[src/rtl/operand_pair_joiner.sv]
// operand_pair_joiner
//   Joins two independent valid/ready/tlast operand streams (A and B) into one
//   lock-stepped stream of (A, B) beat pairs for the parallel FP adder. Each
//   side has its own fall-through FIFO so either producer may run ahead by up
//   to DEPTH beats. When the two heads disagree on tlast, the pair is still
//   emitted (closing the packet), err is set, and the longer side is drained
//   up to and including its own tlast before pairing resumes.
//
// Ports
//   clk, rst                 clock, synchronous active-high reset
//   a/valid_a/ready_a/tlast_a  side-A lanes and handshake
//   b/valid_b/ready_b/tlast_b  side-B lanes and handshake
//   out_a, out_b             paired operands (FIFO heads)
//   valid/ready/tlast        paired-stream handshake
//   err                      sticky tlast-mismatch flag (cleared by rst only)
//   pkt_cnt, mis_cnt         packet / mismatch counters
//
// Build option
//   OPERAND_PAIR_JOINER_STATS_EN: when defined, pkt_cnt (wrapping) and
//   mis_cnt (saturating) are live; otherwise both ports are tied to 0.

// Circular FIFO with fall-through head and registered occupancy count.
module operand_pair_joiner_fifo #(
  parameter int W     = 97,
  parameter int DEPTH = 4
) (
  input  logic         clk,
  input  logic         rst,
  input  logic         push_i,
  input  logic [W-1:0] wdata_i,
  input  logic         pop_i,
  output logic [W-1:0] rdata_o,
  output logic         empty_o,
  output logic         full_o
);
  localparam int AW = $clog2(DEPTH);
  localparam int CW = AW + 1;

  logic [W-1:0]  mem_q [DEPTH];
  logic [AW-1:0] wr_ptr_q, rd_ptr_q;
  logic [CW-1:0] cnt_q;

  // Pointers wrap naturally because DEPTH is a power of two.
  always_ff @(posedge clk) begin
    if (rst) begin
      wr_ptr_q <= '0;
      rd_ptr_q <= '0;
      cnt_q    <= '0;
    end else begin
      if (push_i) wr_ptr_q <= wr_ptr_q + 1'b1;
      if (pop_i)  rd_ptr_q <= rd_ptr_q + 1'b1;
      cnt_q <= cnt_q + CW'(push_i) - CW'(pop_i);
    end
  end

  // Storage needs no reset: only entries counted by cnt_q are ever read.
  always_ff @(posedge clk) begin
    if (push_i) mem_q[wr_ptr_q] <= wdata_i;
  end

  assign rdata_o = mem_q[rd_ptr_q];
  assign empty_o = (cnt_q == '0);
  assign full_o  = (cnt_q == CW'(DEPTH));
endmodule

module operand_pair_joiner #(
  parameter int PARALLELISM = 3,
  parameter int BIT_SIZE    = 32,
  parameter int DEPTH       = 4
) (
  input  logic                clk,
  input  logic                rst,
  input  logic [BIT_SIZE-1:0] a [PARALLELISM-1:0],
  input  logic                valid_a,
  output logic                ready_a,
  input  logic                tlast_a,
  input  logic [BIT_SIZE-1:0] b [PARALLELISM-1:0],
  input  logic                valid_b,
  output logic                ready_b,
  input  logic                tlast_b,
  output logic [BIT_SIZE-1:0] out_a [PARALLELISM-1:0],
  output logic [BIT_SIZE-1:0] out_b [PARALLELISM-1:0],
  output logic                valid,
  input  logic                ready,
  output logic                tlast,
  output logic                err,
  output logic [15:0]         pkt_cnt,
  output logic [15:0]         mis_cnt
);
  localparam int DW = PARALLELISM * BIT_SIZE;
  localparam int EW = DW + 1;  // lanes plus tlast

  typedef enum logic [1:0] {RUN, RESYNC_A, RESYNC_B} state_t;

  state_t        state_q;
  logic          err_q;
  logic [EW-1:0] wdata_a, wdata_b, head_a, head_b;
  logic          empty_a, empty_b, full_a, full_b;
  logic          push_a, push_b, pop_a, pop_b;
  logic          hl_a, hl_b, mism, xfer;

  // Pack lanes and tlast into one FIFO word per side.
  for (genvar l = 0; l < PARALLELISM; l++) begin : g_lane
    assign wdata_a[l*BIT_SIZE +: BIT_SIZE] = a[l];
    assign wdata_b[l*BIT_SIZE +: BIT_SIZE] = b[l];
    assign out_a[l] = head_a[l*BIT_SIZE +: BIT_SIZE];
    assign out_b[l] = head_b[l*BIT_SIZE +: BIT_SIZE];
  end
  assign wdata_a[DW] = tlast_a;
  assign wdata_b[DW] = tlast_b;

  // ready depends only on registered occupancy, never on downstream ready.
  assign ready_a = !full_a && !rst;
  assign ready_b = !full_b && !rst;
  assign push_a  = valid_a && ready_a;
  assign push_b  = valid_b && ready_b;

  operand_pair_joiner_fifo #(.W(EW), .DEPTH(DEPTH)) u_fifo_a (
    .clk(clk), .rst(rst), .push_i(push_a), .wdata_i(wdata_a), .pop_i(pop_a),
    .rdata_o(head_a), .empty_o(empty_a), .full_o(full_a)
  );
  operand_pair_joiner_fifo #(.W(EW), .DEPTH(DEPTH)) u_fifo_b (
    .clk(clk), .rst(rst), .push_i(push_b), .wdata_i(wdata_b), .pop_i(pop_b),
    .rdata_o(head_b), .empty_o(empty_b), .full_o(full_b)
  );

  assign hl_a = head_a[DW];
  assign hl_b = head_b[DW];
  assign mism = hl_a ^ hl_b;

  // On disagreement the pair still closes the packet, hence the OR.
  assign valid = (state_q == RUN) && !empty_a && !empty_b && !rst;
  assign tlast = valid && (hl_a || hl_b);
  assign xfer  = valid && ready;

  // Resync drains the longer side regardless of downstream ready.
  assign pop_a = xfer || ((state_q == RESYNC_A) && !empty_a);
  assign pop_b = xfer || ((state_q == RESYNC_B) && !empty_b);

  always_ff @(posedge clk) begin
    if (rst) begin
      state_q <= RUN;
      err_q   <= 1'b0;
    end else begin
      case (state_q)
        RUN: begin
          if (xfer && mism) begin
            err_q   <= 1'b1;
            // The side whose head lacked tlast still has beats of this packet.
            state_q <= hl_a ? RESYNC_B : RESYNC_A;
          end
        end
        RESYNC_A: if (!empty_a && hl_a) state_q <= RUN;
        RESYNC_B: if (!empty_b && hl_b) state_q <= RUN;
        default:  state_q <= RUN;
      endcase
    end
  end

  assign err = err_q;

`ifdef OPERAND_PAIR_JOINER_STATS_EN
  logic [15:0] pkt_cnt_q, pkt_cnt_d, mis_cnt_q, mis_cnt_d;

  always_comb begin
    pkt_cnt_d = pkt_cnt_q;
    mis_cnt_d = mis_cnt_q;
    // tlast covers both agreed ends and mismatch-closed packets.
    if (xfer && tlast) pkt_cnt_d = pkt_cnt_q + 16'd1;
    if (xfer && mism && (mis_cnt_q != 16'hFFFF)) mis_cnt_d = mis_cnt_q + 16'd1;
  end

  always_ff @(posedge clk) begin
    if (rst) begin
      pkt_cnt_q <= '0;
      mis_cnt_q <= '0;
    end else begin
      pkt_cnt_q <= pkt_cnt_d;
      mis_cnt_q <= mis_cnt_d;
    end
  end

  assign pkt_cnt = pkt_cnt_q;
  assign mis_cnt = mis_cnt_q;
`else
  assign pkt_cnt = '0;
  assign mis_cnt = '0;
`endif
endmodule

[config.mk]
export PLATFORM = sky130hd
export DESIGN_NAME = operand_pair_joiner
export DESIGN_NICKNAME = d
export VERILOG_FILES = /design/src/rtl/operand_pair_joiner.sv
export SDC_FILE = /design/constraint.sdc
export NUM_CORES = 1
export LEC_CHECK = 0
export ABC_CLOCK_PERIOD_IN_PS = 11170
export CORE_MARGIN = 1.5
export CORE_UTILIZATION = 30
export DETAILED_ROUTE_END_ITERATION = 7
export GPL_TIMING_DRIVEN = 0
export HOLD_SLACK_MARGIN = 0.06
export PLACE_DENSITY_LB_ADDON = 0.05
export SYNTH_ARGS = -nofsm -noshare
export SYNTH_HDL_FRONTEND = slang
export SYNTH_SLANG_ARGS = --single-unit
[constraint.sdc]
create_clock -name clk -period 11.17 [get_ports clk]
set_input_delay 2.234 -clock clk [delete_from_list [all_inputs] [get_ports clk]]
set_output_delay 2.234 -clock clk [all_outputs]
set_load 0.01 [all_outputs]
==> results_dict.tcl, run 1 <==
set metrics [dict create \
    ff_latch_area_mm2 0.0237 \
    wirelength_mm 69.5 \
    power.density_mw_per_mm2 187 \
    tritoncts "built" \
    die_h_um 315 \
    h-tree-depth 3 \
    cap_violations 0 \
    dpl.hpwl_mm 44.3 \
    slew_violations 0 \
    peakVddDrop_v 0.000114 \
    slew_headroom_pct 40.7 \
    fin_setup_tns_ns 0 \
    hold_depth 2 \
    final_cells 3060 \
    cts_buffers 92 \
    yosysUniqueCellTypes 32 \
    portBuffers 395 \
    required_ns 8.94 \
    fillers 8735 \
    start_util_pct 30.3 \
    postSynthAreaPerCell_um2 25.0 \
    grt_max_degree 51 \
    drt_iter0_drc 744 \
    dieArea_mm2 0.0995 \
    ys_seq_area_share_pct 81.0 \
    worst_pin_slew_ns 0.889 \
    synthCells 1172 \
    place_congestion 0.679 \
    worstSetupPathType "input port to primary output" \
    multi_input_area_mm2 0.00517 \
    r2r-end "u_fifo_b.mem_q[1][86]" \
    die_x_um 315 \
    boundaryPins 428 \
    cts_hold_buf 0 \
    crit_arrival_ns 4.47 \
    power_leakage_nw 12.0 \
    crit_fanout 10 \
    syn_area_mm2 0.0293 \
    grt_pass1_wl_mm 100 \
    antenna_found_initial 15 \
    finalCriticalPeriod_ns 6.70 \
    routedWlPerCell_um 22.7 \
    timing.final.crit_share_pct 60.0 \
    worstRegToRegCells 5 \
    post-route-drc-count 0 \
    vias_per_cell 4.43 \
    rows 114 \
    r2r_start "u_fifo_b.cnt_q[1]" \
    min_path_type "register to register" \
    drtPass1Iterations 4 \
    yosysWarningCount 0 \
    fin_skew_ns 0.0169 \
    grt_use_total_pct 14.0 \
    gr-total-overflow 0 \
    cp-start-kind "input port" \
    end_kind "primary output" \
    detail-route-antenna-nets 0 \
    rsz0062_at_grt "false" \
    grt_pass1_vias 14738 \
    clock-sinks 797 \
    yosys_register_bits 797 \
    r2r_setup_slack_ns 8.55 \
    path_clk_slew_ns 0.05 \
    postCtsSetupRepairBufs 0 \
    status "completed" \
    core_mm2 0.0967 \
    setup_viol 0 \
    hold_start "err" \
    ctsResizeCount 0 \
    post-route-util_pct 39.5 \
    cts.path.max_buffers 3 \
    final_nets 1922 \
    clockRootBuffer "clkbuf_16" \
    max_freq_ghz 0.149 \
    drive_gt1_share_pct 22.9 \
    insertion_delay_ns 0.65 \
    placedCellCount 2890 \
    vias 13549 \
    hold_viol 0 \
    hold_path_end "err" \
    area_delta_synth_final_pct 30.4 \
    power_mw 7.15 \
]
==> final cells by class <==
| cell class | instances | area share (%) |
|---|---|---|
| Sequential cell | 797 | 62.1 |
| Multi-Input combinational cell | 311 | 13.5 |
| Timing Repair Buffer | 411 | 11.5 |
| Clock buffer | 115 | 6.37 |
| Tap cell | 1276 | 4.18 |
| Buffer | 78 | 1.22 |
| Clock inverter | 52 | 0.885 |
| Inverter | 17 | 0.167 |
| Antenna cell | 3 | 0.0197 |
==> layout by cell type, fill, tap and decap left out, types with 2 or more instances in the layout <==
master	n
fa_1	2
buf_4	40
bufinv_16	3
buf_2	18
inv_1	17
conb_1	32
and2_4	8
clkdlybuf4s50_1	395
or3_4	2
ha_1	13
or3_1	2
inv_6	4
buf_1	8
a21oi_1	7
a211oi_2	2
edfxtp_1	776
mux4_2	194
buf_16	16
clkinv_1	24
nand2_1	6
nor3_1	4
clkinv_2	18
dfxtp_1	21
mux2_2	2
o31ai_1	2
clkbuf_16	94
diode_2	3
xnor2_1	6
o21ai_0	5
nor2_1	9
clkbuf_1	33
nor2b_1	7
==> critical path, cell delays in order <==
cell and delay, ns:
clkdlybuf4s50_1 0.60, clkbuf_1 0.48, buf_1 0.49, a21oi_1 0.12, clkdlybuf4s50_1 0.54
==> cell families (layout without fill, tap and decap cells) <==
group / after synthesis / after routing / synth area share, %
AND/OR/NAND/NOR: 43 / 43 / 0.842
buffers and inverters: 95 / 673 / 1.81
adder cells (fa/ha/maj): 15 / 15 / 0.692
other: 1 / 35 / 0.0128
multiplexers: 196 / 196 / 15.0
AO/OA/AOI/OAI: 19 / 19 / 0.461
XOR/XNOR: 6 / 6 / 0.179
flip-flops: 797 / 797 / 81.0
==> through the flow <==
step	instance area, µm²	hold WS [ns]	setup slack, ns
floorplan	29400	0.459	5.61
CTS	38200	0.485	4.42
global route	38200	0.505	4.26
global placement	35000	0.457	2.26
detailed placement	35400	0.472	4.42
finish	38200	0.472	4.47
==> state kept, by name, indices dropped and copies added (netlist names), named ones only <==
register,flops
state_q,2
u_fifo_b.cnt_q,3
u_fifo_a.rd_ptr_q,2
u_fifo_a.wr_ptr_q,2
u_fifo_a.cnt_q,3
u_fifo_b.wr_ptr_q,2
err,1
u_fifo_b.rd_ptr_q,2
u_fifo_a.mem_q,388
u_fifo_b.mem_q,388
==> layer usage <==
layer  up-vias  global-route usage, %  routed length [µm]
met4        28                   4.03                1190
li1       6007                      -                   -
met5         -                      0                 174
met1      7044                   16.4               27000
met3       104                   6.11                6650
met2       366                   23.2               34500
==> cell usage after synthesis, drive strengths merged <==
| library cell | instances | share of area (%) |
|---|---|---|
| a211oi | 2 | 0.085 |
| a21oi | 7 | 0.12 |
| a31oi | 2 | 0.094 |
| and2 | 8 | 0.17 |
| and3 | 1 | 0.026 |
| buf | 66 | 1.4 |
| clkbuf | 12 | 0.15 |
| conb | 1 | 0.013 |
| dfxtp | 21 | 1.4 |
| edfxtp | 776 | 80 |
| fa | 2 | 0.14 |
| ha | 13 | 0.56 |
| inv | 17 | 0.22 |
| mux2 | 2 | 0.077 |
| mux4 | 194 | 15 |
| nand2 | 6 | 0.077 |
| nand3b | 1 | 0.026 |
| nand4b | 1 | 0.030 |
| nor2 | 9 | 0.12 |
| nor2b | 7 | 0.15 |
| nor3 | 5 | 0.10 |
| o211ai | 1 | 0.026 |
| o21ai | 5 | 0.085 |
| o31ai | 2 | 0.051 |
| or3 | 5 | 0.15 |
| xnor2 | 6 | 0.18 |
==> where the power goes <==
group	switching [mW]	total [mW]	internal, mW
registers	0.0383	3.49	3.45
logic	0.425	0.897	0.472
clock network	1.16	2.76	1.60
total	1.62	7.15	5.53
==> worst max-delay path by stage <==
stage | cells past startpoint | slack, ns | endpoint | startpoint
global placement | 4 | 2.26 | u_fifo_b.mem_q[0][89] | rst
floorplan | 3 | 5.61 | u_fifo_b.mem_q[0][0] | rst
detailed placement | 5 | 4.42 | ready_a | rst
CTS | 5 | 4.42 | ready_a | rst
finish | 5 | 4.47 | ready_b | rst
global route | 5 | 4.26 | ready_a | rst
(Power assumes the default switching activity.)
==> inputs of run 2 (changes only) <==
--- a/config.mk
+++ b/config.mk
@@ -5,7 +5,7 @@
 export SDC_FILE = /design/constraint.sdc
 export NUM_CORES = 1
 export LEC_CHECK = 0
-export ABC_CLOCK_PERIOD_IN_PS = 11170
+export ABC_CLOCK_PERIOD_IN_PS = 6140
 export CORE_MARGIN = 1.5
 export CORE_UTILIZATION = 30
 export DETAILED_ROUTE_END_ITERATION = 7
==> constraint.sdc (replaced) <==
create_clock -name clk -period 6.14 [get_ports clk]
set_input_delay 1.228 -clock clk [delete_from_list [all_inputs] [get_ports clk]]
set_output_delay 1.228 -clock clk [all_outputs]
set_load 0.01 [all_outputs]
==> results of run 2 <==
The final DEF is identical to that of run 1. Status: completed.
Among the figures that moved: setup slack after placement 4.42 ns -> 1.40 ns; setup slack after layout 4.47 ns -> 1.45 ns; register-to-register setup slack 8.55 ns -> 3.52 ns; total power 7.15 mW -> 13.0 mW; worst IR drop on VDD 0.000114 V -> 0.000207 V
==> inputs of run 3 (changes only) <==
--- a/config.mk
+++ b/config.mk
@@ -5,7 +5,7 @@
 export SDC_FILE = /design/constraint.sdc
 export NUM_CORES = 1
 export LEC_CHECK = 0
-export ABC_CLOCK_PERIOD_IN_PS = 6140
+export ABC_CLOCK_PERIOD_IN_PS = 4000
 export CORE_MARGIN = 1.5
 export CORE_UTILIZATION = 30
 export DETAILED_ROUTE_END_ITERATION = 7
==> constraint.sdc (replaced) <==
create_clock -name clk -period 4 [get_ports clk]
set_input_delay 0.8 -clock clk [delete_from_list [all_inputs] [get_ports clk]]
set_output_delay 0.8 -clock clk [all_outputs]
set_load 0.01 [all_outputs]
==> results_dict.tcl, run 3 (synthesis gave the netlist of run 1 again) <==
set metrics [dict create \
    status "completed" \
    finalCriticalPeriod_ns 3.83 \
    fin_skew_ns 0.0240 \
    boundaryPins 428 \
    cap_violations 0 \
    final_nets 1920 \
    drt_iter0_drc 742 \
    finalInstanceArea_mm2 0.0383 \
    peakVddDrop_v 0.000532 \
    clockRootBuffer "clkbuf_16" \
    placedCellCount 2890 \
    whs_ns 0.488 \
    power_leakage_nw 12.1 \
    final_cells 3058 \
    min_path_type "register to register" \
    layout_commonest_cell "edfxtp_1" \
    postCtsSetupRepairBufs 0 \
    grt_use_total_pct 14.0 \
    rsz0062_at_grt "false" \
    required_ns 3.20 \
    power_switching_mw 4.56 \
    worst_pin_slew_ns 0.884 \
    crit_fanout 10 \
    h-tree-depth 3 \
    grt_pass1_wl_mm 100 \
    vias_per_cell 4.45 \
    worstSetupPathType "input port to primary output" \
    slew_headroom_pct 41.1 \
    detail-route-antenna-nets 0 \
    post-route-util_pct 39.6 \
    cp-start-kind "input port" \
    drtPass1Iterations 4 \
    grt_pass1_vias 14673 \
    pwr-share-seq_pct 47.8 \
    clock-sinks 797 \
    power.density_mw_per_mm2 531 \
    place_congestion 0.690 \
    die_h_um 315 \
    antenna_found_initial 13 \
    post-route-drc-count 0 \
    portBuffers 395 \
    cp-startpoint "rst" \
    cts_buffers 90 \
    vias 13623 \
    wirelength_mm 70.4 \
    dieArea_mm2 0.0995 \
    timing.final.crit_share_pct 95.8 \
    hold_start "err" \
    core_mm2 0.0967 \
    start_util_pct 30.3 \
    die_x_um 315 \
    r2r_start "u_fifo_a.cnt_q[1]" \
    area_delta_synth_final_pct 30.9 \
    max_freq_ghz 0.261 \
    routedWlPerCell_um 23.0 \
    setup_viol 0 \
    tritoncts "built" \
    grt_max_degree 50 \
    hold_viol 0 \
    dpl.hpwl_mm 44.5 \
    swShare_pct 22.4 \
    fillers 8705 \
    path_clk_slew_ns 0.06 \
    cts.path.max_buffers 3 \
    rows 114 \
    layout_common_cells "edfxtp_1, clkdlybuf4s50_1, mux4_2" \
    p_int_mw 15.8 \
    top_regs "u_fifo_a.mem_q: 388 flops, u_fifo_b.mem_q: 388 flops" \
    end_kind "primary output" \
    pwr-share-comb_pct 12.4 \
    placed_cell_area_mm2 0.0354 \
    power_mw 20.4 \
    crit_arrival_ns 3.03 \
    gr-total-overflow 0 \
    drive_gt1_share_pct 23.2 \
    p_clk_share_pct 39.8 \
    insertion_delay_ns 0.65 \
    slew_violations 0 \
]
run 3: timing repair:
item,in CTS,in global routing
endpoints found under the hold margin,0,0
hold buffers,0,0
endpoints found under the setup margin,44,19
resized for setup,7,4
run 3: power by group through the flow:
stage | Combinational [mW] | Sequential [mW] | Clock [mW]
after floorplan | 1.19 | 9.92 | 0
after global placement | 2.51 | 9.98 | 0
after detailed placement | 2.59 | 9.92 | 0
after CTS | 2.61 | 9.75 | 8.41
after global routing | 2.73 | 9.78 | 8.67
final | 2.52 | 9.75 | 8.11
run 3: critical path, stage by stage:
cell,delay (ns)
clkdlybuf4s50_1,0.60
clkbuf_1,0.48
buf_1,0.51
a21oi_1,0.09
clkdlybuf4s50_1,0.55
run 3: metrics by stage:
| stage | TNS [ns] | setup WS [ns] |
|---|---|---|
| CTS | 0 | 0.00489 |
| global placement | -1699.17 | -3.19 |
| finish | 0 | 0.169 |
| floorplan | 0 | 0.0107 |
| detailed placement | 0 | 0.0995 |
| global route | 0 | 0.00697 |
run 3: per-layer routing:
| metal | vias up | GRT usage (%) | routed length [µm] |
|---|---|---|---|
| met5 | - | 0 | 125 |
| met4 | 20 | 4.16 | 1760 |
| met3 | 128 | 5.28 | 5600 |
| met2 | 340 | 22.9 | 34100 |
| met1 | 7124 | 17.3 | 28800 |
| li1 | 6011 | - | - |
run 3: worst paths after layout:
check	to	slack [ns]	depth (start not counted)
worst min register to register	err	0.49	2
worst min-delay path	err	0.49	2
worst max register to register	u_fifo_b.cnt_q[2]	1.53	9
worst max-delay path	ready_a	0.17	5
run 3: layout make-up:
class,count,area [µm²],area share (%)
Multi-Input combinational cell,311,5170,13.5
Buffer,78,484,1.26
Clock inverter,44,464,1.21
Timing Repair Buffer,411,4390,11.5
Clock buffer,121,2440,6.37
Antenna cell,3,7.51,0.0196
Tap cell,1276,1600,4.16
Sequential cell,797,23700,61.9
Inverter,17,63.8,0.166
